<file path="src/rtl/calc_pkg.sv">
// Shared opcode, error-code and FSM-state definitions for the calculator op scheduler.
package calc_pkg;

   localparam logic [1:0] OP_ADD = 2'd0;
   localparam logic [1:0] OP_SUB = 2'd1;
   localparam logic [1:0] OP_MUL = 2'd2;
   localparam logic [1:0] OP_DIV = 2'd3;

   localparam logic [1:0] ERR_OK   = 2'b00;
   localparam logic [1:0] ERR_DIV0 = 2'b01;
   localparam logic [1:0] ERR_TMO  = 2'b10;
   localparam logic [1:0] ERR_ILL  = 2'b11;

   typedef enum logic [2:0] {
      S_IDLE   = 3'd0,
      S_CLR    = 3'd1,
      S_LAUNCH = 3'd2,
      S_WAIT   = 3'd3,
      S_RESP   = 3'd4
   } sched_state_t;

endpackage

</file>
<file path="src/rtl/calc_sched_timer.sv">
// Saturating WAIT-phase cycle counter; expired is high while the count sits at LIMIT-1.
// Zero latency on the flag; clear has priority over enable.
module calc_sched_timer #(
   parameter int LIMIT = 64
) (
   input  logic CLK,
   input  logic RST,
   input  logic clr,
   input  logic en,
   output logic expired
);

   localparam int TW = (LIMIT > 2) ? $clog2(LIMIT) : 1;

   logic [TW-1:0] cnt;

   always_ff @(posedge CLK) begin
      if (RST || clr) begin
         cnt <= '0;
      end else if (en && (cnt != '1)) begin
         cnt <= cnt + 1'b1;
      end
   end

   assign expired = (cnt == TW'(LIMIT - 1));

endmodule

</file>
<file path="src/rtl/calc_op_scheduler.sv">
// Sequences one request at a time through clear/start/wait on the selected arithmetic unit.
// Accept->CLR->LAUNCH->WAIT, response one cycle after DONE; REQ_READY only in IDLE, response held until RSP_READY.
module calc_op_scheduler
   import calc_pkg::*;
#(
   parameter int W         = 8,
   parameter int NUM_UNITS = 4,
   parameter int DIV_IDX   = 3,
   parameter int TIMEOUT   = 64
) (
   input  logic                     CLK,
   input  logic                     RST,
   input  logic                     REQ_VALID,
   output logic                     REQ_READY,
   input  logic [1:0]               REQ_OP,
   input  logic [W-1:0]             REQ_A,
   input  logic [W-1:0]             REQ_B,
   output logic [W-1:0]             OPA,
   output logic [W-1:0]             OPB,
   output logic [NUM_UNITS-1:0]     UNIT_RST,
   output logic [NUM_UNITS-1:0]     UNIT_START,
   input  logic [NUM_UNITS-1:0]     UNIT_DONE,
   input  logic [NUM_UNITS*2*W-1:0] UNIT_RES,
   output logic                     RSP_VALID,
   input  logic                     RSP_READY,
   output logic [2*W-1:0]           RSP_DATA,
   output logic [1:0]               RSP_ERR,
   output logic                     BUSY
);

   localparam logic [2:0]           NUM_U3   = 3'(NUM_UNITS);
   localparam logic [1:0]           DIV_SEL  = 2'(DIV_IDX);
   localparam logic [NUM_UNITS-1:0] ONE_HOT0 = NUM_UNITS'(1);

   sched_state_t         state;
   logic [1:0]           sel;
   logic [NUM_UNITS-1:0] unit_rst_q;
   logic [NUM_UNITS-1:0] unit_start_q;
   logic [NUM_UNITS-1:0] sel_mask;
   logic                 done_sel;
   logic [2*W-1:0]       res_sel;
   logic                 tmr_exp;

   // Only the selected unit's DONE and result are ever looked at.
   assign sel_mask = ONE_HOT0 << sel;
   assign done_sel = |(UNIT_DONE & sel_mask);

   always_comb begin
      res_sel = '0;
      for (int i = 0; i < NUM_UNITS; i++) begin
         if (sel == 2'(i)) res_sel = UNIT_RES[i*2*W +: 2*W];
      end
   end

   calc_sched_timer #(.LIMIT(TIMEOUT)) u_timer (
      .CLK     (CLK),
      .RST     (RST),
      .clr     (state == S_LAUNCH),
      .en      (state == S_WAIT),
      .expired (tmr_exp)
   );

   always_ff @(posedge CLK) begin
      if (RST) begin
         state        <= S_IDLE;
         sel          <= '0;
         OPA          <= '0;
         OPB          <= '0;
         unit_rst_q   <= '0;
         unit_start_q <= '0;
         RSP_VALID    <= 1'b0;
         RSP_DATA     <= '0;
         RSP_ERR      <= ERR_OK;
      end else begin
         unit_rst_q   <= '0;
         unit_start_q <= '0;
         case (state)
            S_IDLE: begin
               if (REQ_VALID) begin
                  OPA <= REQ_A;
                  OPB <= REQ_B;
                  sel <= REQ_OP;
                  if ({1'b0, REQ_OP} >= NUM_U3) begin
                     state     <= S_RESP;
                     RSP_VALID <= 1'b1;
                     RSP_DATA  <= '0;
                     RSP_ERR   <= ERR_ILL;
                  end else if ((REQ_OP == DIV_SEL) && (REQ_B == '0)) begin
                     state     <= S_RESP;
                     RSP_VALID <= 1'b1;
                     RSP_DATA  <= '0;
                     RSP_ERR   <= ERR_DIV0;
                  end else begin
                     state      <= S_CLR;
                     unit_rst_q <= ONE_HOT0 << REQ_OP;
                  end
               end
            end
            S_CLR: begin
               state        <= S_LAUNCH;
               unit_start_q <= sel_mask;
            end
            S_LAUNCH: begin
               state <= S_WAIT;
            end
            S_WAIT: begin
               // DONE beats a simultaneous timeout.
               if (done_sel) begin
                  state     <= S_RESP;
                  RSP_VALID <= 1'b1;
                  RSP_DATA  <= res_sel;
                  RSP_ERR   <= ERR_OK;
               end else if (tmr_exp) begin
                  state     <= S_RESP;
                  RSP_VALID <= 1'b1;
                  RSP_DATA  <= '0;
                  RSP_ERR   <= ERR_TMO;
               end
            end
            S_RESP: begin
               if (RSP_READY) begin
                  state     <= S_IDLE;
                  RSP_VALID <= 1'b0;
               end
            end
            default: begin
               state     <= S_IDLE;
               RSP_VALID <= 1'b0;
            end
         endcase
      end
   end

   assign UNIT_RST   = unit_rst_q | {NUM_UNITS{RST}};
   assign UNIT_START = unit_start_q;
   assign REQ_READY  = (state == S_IDLE) && !RST;
   assign BUSY       = (state != S_IDLE);

endmodule
</file>
<file path="config.mk">
export PLATFORM = sky130hd
export DESIGN_NAME = calc_op_scheduler
export DESIGN_NICKNAME = d
export VERILOG_FILES = /design/src/rtl/calc_pkg.sv /design/src/rtl/calc_sched_timer.sv /design/src/rtl/calc_op_scheduler.sv
export SDC_FILE = /design/constraint.sdc
export NUM_CORES = 1
export LEC_CHECK = 0
export BUFFER_PORTS_ARGS = -buffer_cell sky130_fd_sc_hd__buf_2
export CAP_MARGIN = 15
export CORE_UTILIZATION = 45
export CTS_BUF_LIST = sky130_fd_sc_hd__clkbuf_16
export DETAILED_ROUTE_END_ITERATION = 7
export PLACE_DENSITY = 0.86
export SLEW_MARGIN = 40
export SYNTH_ARGS = -nofsm -noshare
export SYNTH_HDL_FRONTEND = slang
export SYNTH_SLANG_ARGS = --single-unit
</file>
<file path="constraint.sdc">
create_clock -name CLK -period 1.95 [get_ports CLK]
set_input_delay 0.195 -clock CLK [delete_from_list [all_inputs] [get_ports CLK]]
set_output_delay 0.195 -clock CLK [all_outputs]
set_load 0.03 [all_outputs]
</file>
==> flow_summary.html <==
<table>
<tr><th>Metric</th><th>Value</th></tr>
<tr><th colspan="2">Outcome</th></tr>
<tr><td>Result of the run</td><td>complete, no violations</td></tr>
<tr><th colspan="2">Cells and area</th></tr>
<tr><td>Share of the core filled with cells</td><td>a little under two thirds</td></tr>
<tr><td>Number of nets at the end of the flow</td><td>486</td></tr>
<tr><td>Area added between synthesis and finish</td><td>34.9%</td></tr>
<tr><td>Number of antenna diodes</td><td>0</td></tr>
<tr><td>Layout fillers</td><td>between 400 and 500</td></tr>
<tr><td>Share of layout cells above drive strength 1</td><td>approximately 48%</td></tr>
<tr><th colspan="2">Flow run</th></tr>
<tr><td>Reported max-cap violation count</td><td>0</td></tr>
<tr><th colspan="2">STA</th></tr>
<tr><td>Accumulated negative setup slack</td><td>0 ns</td></tr>
<tr><td>Minimum clock period</td><td>between 1.5 and 2 ns</td></tr>
<tr><td>Highest Clock Rate</td><td>between 500 and 600 MHz</td></tr>
<tr><td>Total count of max-transition violations in the final report</td><td>0</td></tr>
<tr><td>Final Hold Violating Endpoints</td><td>0</td></tr>
<tr><td>Worst rel slew slack</td><td>61.6%</td></tr>
<tr><td>Transition time of the tightest slew-check pin</td><td>between 0.5 and 0.6 ns</td></tr>
<tr><td>RSZ-0062 raised after global routing</td><td>no</td></tr>
<tr><td>Post-route clock skew</td><td>~0.0055 ns</td></tr>
<tr><td>Hold slack</td><td>around 0.13 ns</td></tr>
<tr><td>Final setup violating endpoints</td><td>0</td></tr>
<tr><td>Period Utilization, post-route</td><td>between 90% and 100%</td></tr>
<tr><th colspan="2">Detailed routing</th></tr>
<tr><td>Detailed router's first-iteration violation count</td><td>110</td></tr>
<tr><td>Remaining DRCs</td><td>0</td></tr>
<tr><td>Wire length per cell after detailed routing</td><td>14.8 microns</td></tr>
<tr><td>Length of the first detailed-routing pass in iterations</td><td>4</td></tr>
<tr><td>Via/cell ratio</td><td>5.20</td></tr>
<tr><td>Total via count in the routed design</td><td>roughly 2.4k</td></tr>
<tr><td>Total Routed Length</td><td>6920 microns</td></tr>
<tr><td>Remaining antenna violation count after routing</td><td>0</td></tr>
<tr><th colspan="2">GRT</th></tr>
<tr><td>Total congestion overflow after global routing</td><td>0</td></tr>
<tr><td>Met3 Use GR</td><td>under 10%</td></tr>
<tr><td>Global-route wire length before repair</td><td>about 11000 microns</td></tr>
<tr><td>Number of global-route vias before repair</td><td>2370</td></tr>
<tr><td>Antenna violations before repair</td><td>0</td></tr>
<tr><td>Aggregate global-route resource usage</td><td>approximately 23%</td></tr>
<tr><td>Most Crowded Layer GR</td><td>met2</td></tr>
<tr><td>Largest net degree at the start of global routing</td><td>34</td></tr>
<tr><td>Global-route met1 utilization</td><td>28.1%</td></tr>
<tr><td>Met2 Resource Use GR</td><td>about two fifths</td></tr>
<tr><th colspan="2">Critical path</th></tr>
<tr><td>Logic depth of the worst register-to-register path</td><td>5</td></tr>
<tr><td>Required time worst endpoint</td><td>2.13 ns</td></tr>
<tr><td>Register-to-register setup slack</td><td>0.17 ns</td></tr>
<tr><td>Highest fanout seen on the critical path</td><td>20</td></tr>
<tr><td>Reg-to-reg startpoint</td><td>sel[0]$_SDFFE_PP0N_</td></tr>
<tr><td>Arrival time at the worst endpoint</td><td>around 2.0 ns</td></tr>
<tr><td>Kind of launch point of the worst setup path</td><td>flip-flop</td></tr>
<tr><td>Path type of the worst setup path</td><td>reg -&gt; reg</td></tr>
<tr><td>Critical path capture point type</td><td>flip-flop</td></tr>
<tr><td>RR Endpoint</td><td>RSP_VALID$_SDFFE_PP0P_</td></tr>
<tr><th colspan="2">Synthesis</th></tr>
<tr><td>Post-synth net total</td><td>355</td></tr>
<tr><td>Post-synthesis cell type count</td><td>38</td></tr>
<tr><td>Post-Synthesis Cells</td><td>between 200 and 300</td></tr>
<tr><td>Sequential-to-total area share from yosys stat</td><td>between 40% and 50%</td></tr>
<tr><td>Synth Cell Area</td><td>about 2600 sq um</td></tr>
<tr><td>Mean instance size in the synthesized netlist</td><td>between 9 and 10 sq um</td></tr>
<tr><td>Yosys warning count</td><td>0</td></tr>
<tr><td>Flip-flop and latch count after synthesis</td><td>54</td></tr>
<tr><th colspan="2">Floorplan</th></tr>
<tr><td>Die span in y</td><td>78.5 microns</td></tr>
<tr><td>Number of primary I/O pins</td><td>~140</td></tr>
<tr><td>Area of the die</td><td>6160 sq um</td></tr>
<tr><td>Core Rows</td><td>27</td></tr>
<tr><td>Initial Utilization</td><td>between 40 and 50%</td></tr>
<tr><td>Core area</td><td>~5600 sq um</td></tr>
<tr><td>Overall die width</td><td>~78 microns</td></tr>
<tr><th colspan="2">Placed design</th></tr>
<tr><td>Placer's final routability congestion estimate</td><td>0.744</td></tr>
<tr><td>HPWL after DPL</td><td>around 5300 microns</td></tr>
<tr><td>IO buf count</td><td>134</td></tr>
<tr><th colspan="2">Clock tree</th></tr>
<tr><td>Number of buffers created by CTS</td><td>5</td></tr>
<tr><td>Clock network latency to the later pin of the worst-skew pair</td><td>between 0.2 and 0.3 ns</td></tr>
<tr><td>Clock transition at the register clock pins on the worst setup and hold paths after CTS</td><td>~0.070 ns</td></tr>
<tr><td>Number of buffers inserted to repair setup after CTS</td><td>0</td></tr>
<tr><td>H-tree lvl count</td><td>2</td></tr>
<tr><td>Post-cts sizing count</td><td>0</td></tr>
<tr><td>Cts-stage hold buffer count</td><td>0</td></tr>
<tr><td>TritonCTS clock tree</td><td>done</td></tr>
<tr><td>Number of buffers on the longest clock path</td><td>2</td></tr>
<tr><td>Clk sinks</td><td>54</td></tr>
<tr><td>Clock Tree Root</td><td>sky130_fd_sc_hd__clkbuf_16</td></tr>
<tr><th colspan="2">Hold path</th></tr>
<tr><td>Worst hold endpoint</td><td>unit_rst_q[2]$_SDFF_PP0_</td></tr>
<tr><td>Origin of the worst min-delay path</td><td>REQ_OP[0]</td></tr>
<tr><td>Number of stages on the worst hold path</td><td>2</td></tr>
<tr><td>Min-Delay Path Class</td><td>in -&gt; reg</td></tr>
<tr><th colspan="2">Pwr</th></tr>
<tr><td>Cell area power density</td><td>between 800 and 900 nW/um^2</td></tr>
<tr><td>Static Leakage</td><td>around 1.6 nW</td></tr>
<tr><td>Peak VDD IR</td><td>roughly 570 uV</td></tr>
</table>
report_power, final:
group / leakage [nW] / switching (mW) / internal [mW]
clock: 0.0760 / 0.397 / 0.605
combinational: 1.10 / 0.432 / 0.316
sequential: 0.439 / 0.0507 / 1.17
total: 1.61 / 0.879 / 2.09
Yosys cell counts, drive strengths merged:
| master | instances | share of area (%) |
|---|---|---|
| nand2 | 44 | 6.3 |
| xnor2 | 4 | 1.3 |
| nand2b | 2 | 0.48 |
| o21a | 1 | 0.29 |
| and4 | 1 | 0.33 |
| a32oi | 1 | 0.62 |
| nand3 | 2 | 0.38 |
| nand4 | 2 | 0.48 |
| or3 | 3 | 0.71 |
| or2 | 4 | 0.95 |
| buf | 11 | 2.6 |
| nor2 | 11 | 1.6 |
| a2111oi | 1 | 0.38 |
| and3b | 1 | 0.33 |
| inv | 35 | 5.0 |
| mux4 | 17 | 15 |
| nor4b | 4 | 1.3 |
| o41ai | 1 | 0.33 |
| a22o | 1 | 0.33 |
| clkbuf | 8 | 1.1 |
| nand3b | 2 | 0.57 |
| nor4 | 3 | 0.71 |
| dfxtp | 54 | 41 |
| mux2i | 2 | 0.76 |
| o32ai | 16 | 9.9 |
| or4 | 1 | 0.29 |
| a211oi | 2 | 0.57 |
| nor3b | 1 | 0.29 |
| a21oi | 24 | 4.7 |
| o221a | 1 | 0.43 |
| xor2 | 1 | 0.33 |
| and3 | 1 | 0.24 |
| o22ai | 1 | 0.24 |
| ha | 1 | 0.48 |
sequential cells by signal, indices dropped and copies added, names as in the netlist:
name	flops
OPB	8
RSP_DATA	16
OPA	8
unit_rst_q	4
state	3
UNIT_START	4
RSP_VALID	1
RSP_ERR	2
sel	2
u_timer.cnt	6
area by class of cell:
type                       count  area [sq um]  area share, %
tap                           72          90.1           2.54
inverter                      35           131           3.70
timing repair buffer         143           751           21.1
clock buffer                   5           125           3.52
clock inverter                 3          45.0           1.27
multi-input combinational    156          1330           37.4
sequential                    54          1080           30.5
critical path, stage by stage (launching register included):
cell and delay (ns):
sky130_fd_sc_hd__dfxtp_1 0.36, sky130_fd_sc_hd__mux4_2 0.55, sky130_fd_sc_hd__a21oi_2 0.18, sky130_fd_sc_hd__a32oi_2 0.14, sky130_fd_sc_hd__buf_12 0.20, sky130_fd_sc_hd__a22o_1 0.23
metal layers:
layer / share of wire (%) / wire (microns)
met5: 0 / 0
met1: 41 / 2820
met3: 5.5 / 380
met2: 52 / 3610
met4: 1.5 / 103
layout by cell type (no fill, tap or decap), drive strengths merged:
cell type | Yosys | final
bufinv | 0 | 1
clkbuf | 8 | 5
xnor2 | 4 | 4
or4 | 1 | 1
and3 | 1 | 1
mux4 | 17 | 17
o41ai | 1 | 1
a22o | 1 | 1
clkinvlp | 0 | 2
mux2i | 2 | 2
nand3 | 2 | 2
nand4 | 2 | 2
buf | 11 | 143
dfxtp | 54 | 54
a21oi | 24 | 24
xor2 | 1 | 1
nand2b | 2 | 2
o22ai | 1 | 1
nor3b | 1 | 1
or3 | 3 | 3
nor2 | 11 | 11
inv | 35 | 35
o221a | 1 | 1
a2111oi | 1 | 1
and3b | 1 | 1
o32ai | 16 | 16
nand3b | 2 | 2
and4 | 1 | 1
a32oi | 1 | 1
nor4 | 3 | 3
nand2 | 44 | 44
ha | 1 | 1
or2 | 4 | 4
a211oi | 2 | 2
nor4b | 4 | 4
o21a | 1 | 1
how the worst max path moves through the flow:
stage,start,endpoint,slack [ns]
6_report,sel[0]$_SDFFE_PP0N_,RSP_VALID$_SDFFE_PP0P_,0.17
2_1_floorplan,sel[0]$_SDFFE_PP0N_,RSP_VALID$_SDFFE_PP0P_,0.26
5_1_grt,state[0]$_SDFFE_PP0P_,u_timer.cnt[1]$_SDFFE_PP0P_,0.07
4_1_cts,sel[0]$_SDFFE_PP0N_,RSP_VALID$_SDFFE_PP0P_,0.17
3_3_place_gp,sel[0]$_SDFFE_PP0N_,RSP_VALID$_SDFFE_PP0P_,0.24
3_5_place_dp,sel[0]$_SDFFE_PP0N_,RSP_VALID$_SDFFE_PP0P_,0.19
per-stage QoR:
step	power, mW	instance area (sq um)	worst slack [ns]	instances
final	2.97	3550	0.173	468
after global routing	3.11	3550	0.0727	468
after CTS	2.99	3550	0.173	468
after detailed placement	2.00	3380	0.191	460
after global placement	1.97	3380	0.238	460
after floorplan	1.75	2630	0.257	264
logic make-up (layout without fill, tap and decap cells):
family                     count (synthesis)  count (layout)  synth area share (%)
AOI/OAI and AO/OA                         49              49                  17.8
xor gates and xnor gates                   5               5                  1.66
adders and majority gates                  1               1                 0.475
buffers and inverters                     54             186                  8.75
DFF                                       54              54                  41.1
muxes                                     19              19                  15.3
and+or+nand+nor                           82              82                  14.9
Note: power is estimated with default switching activity, not from simulation.
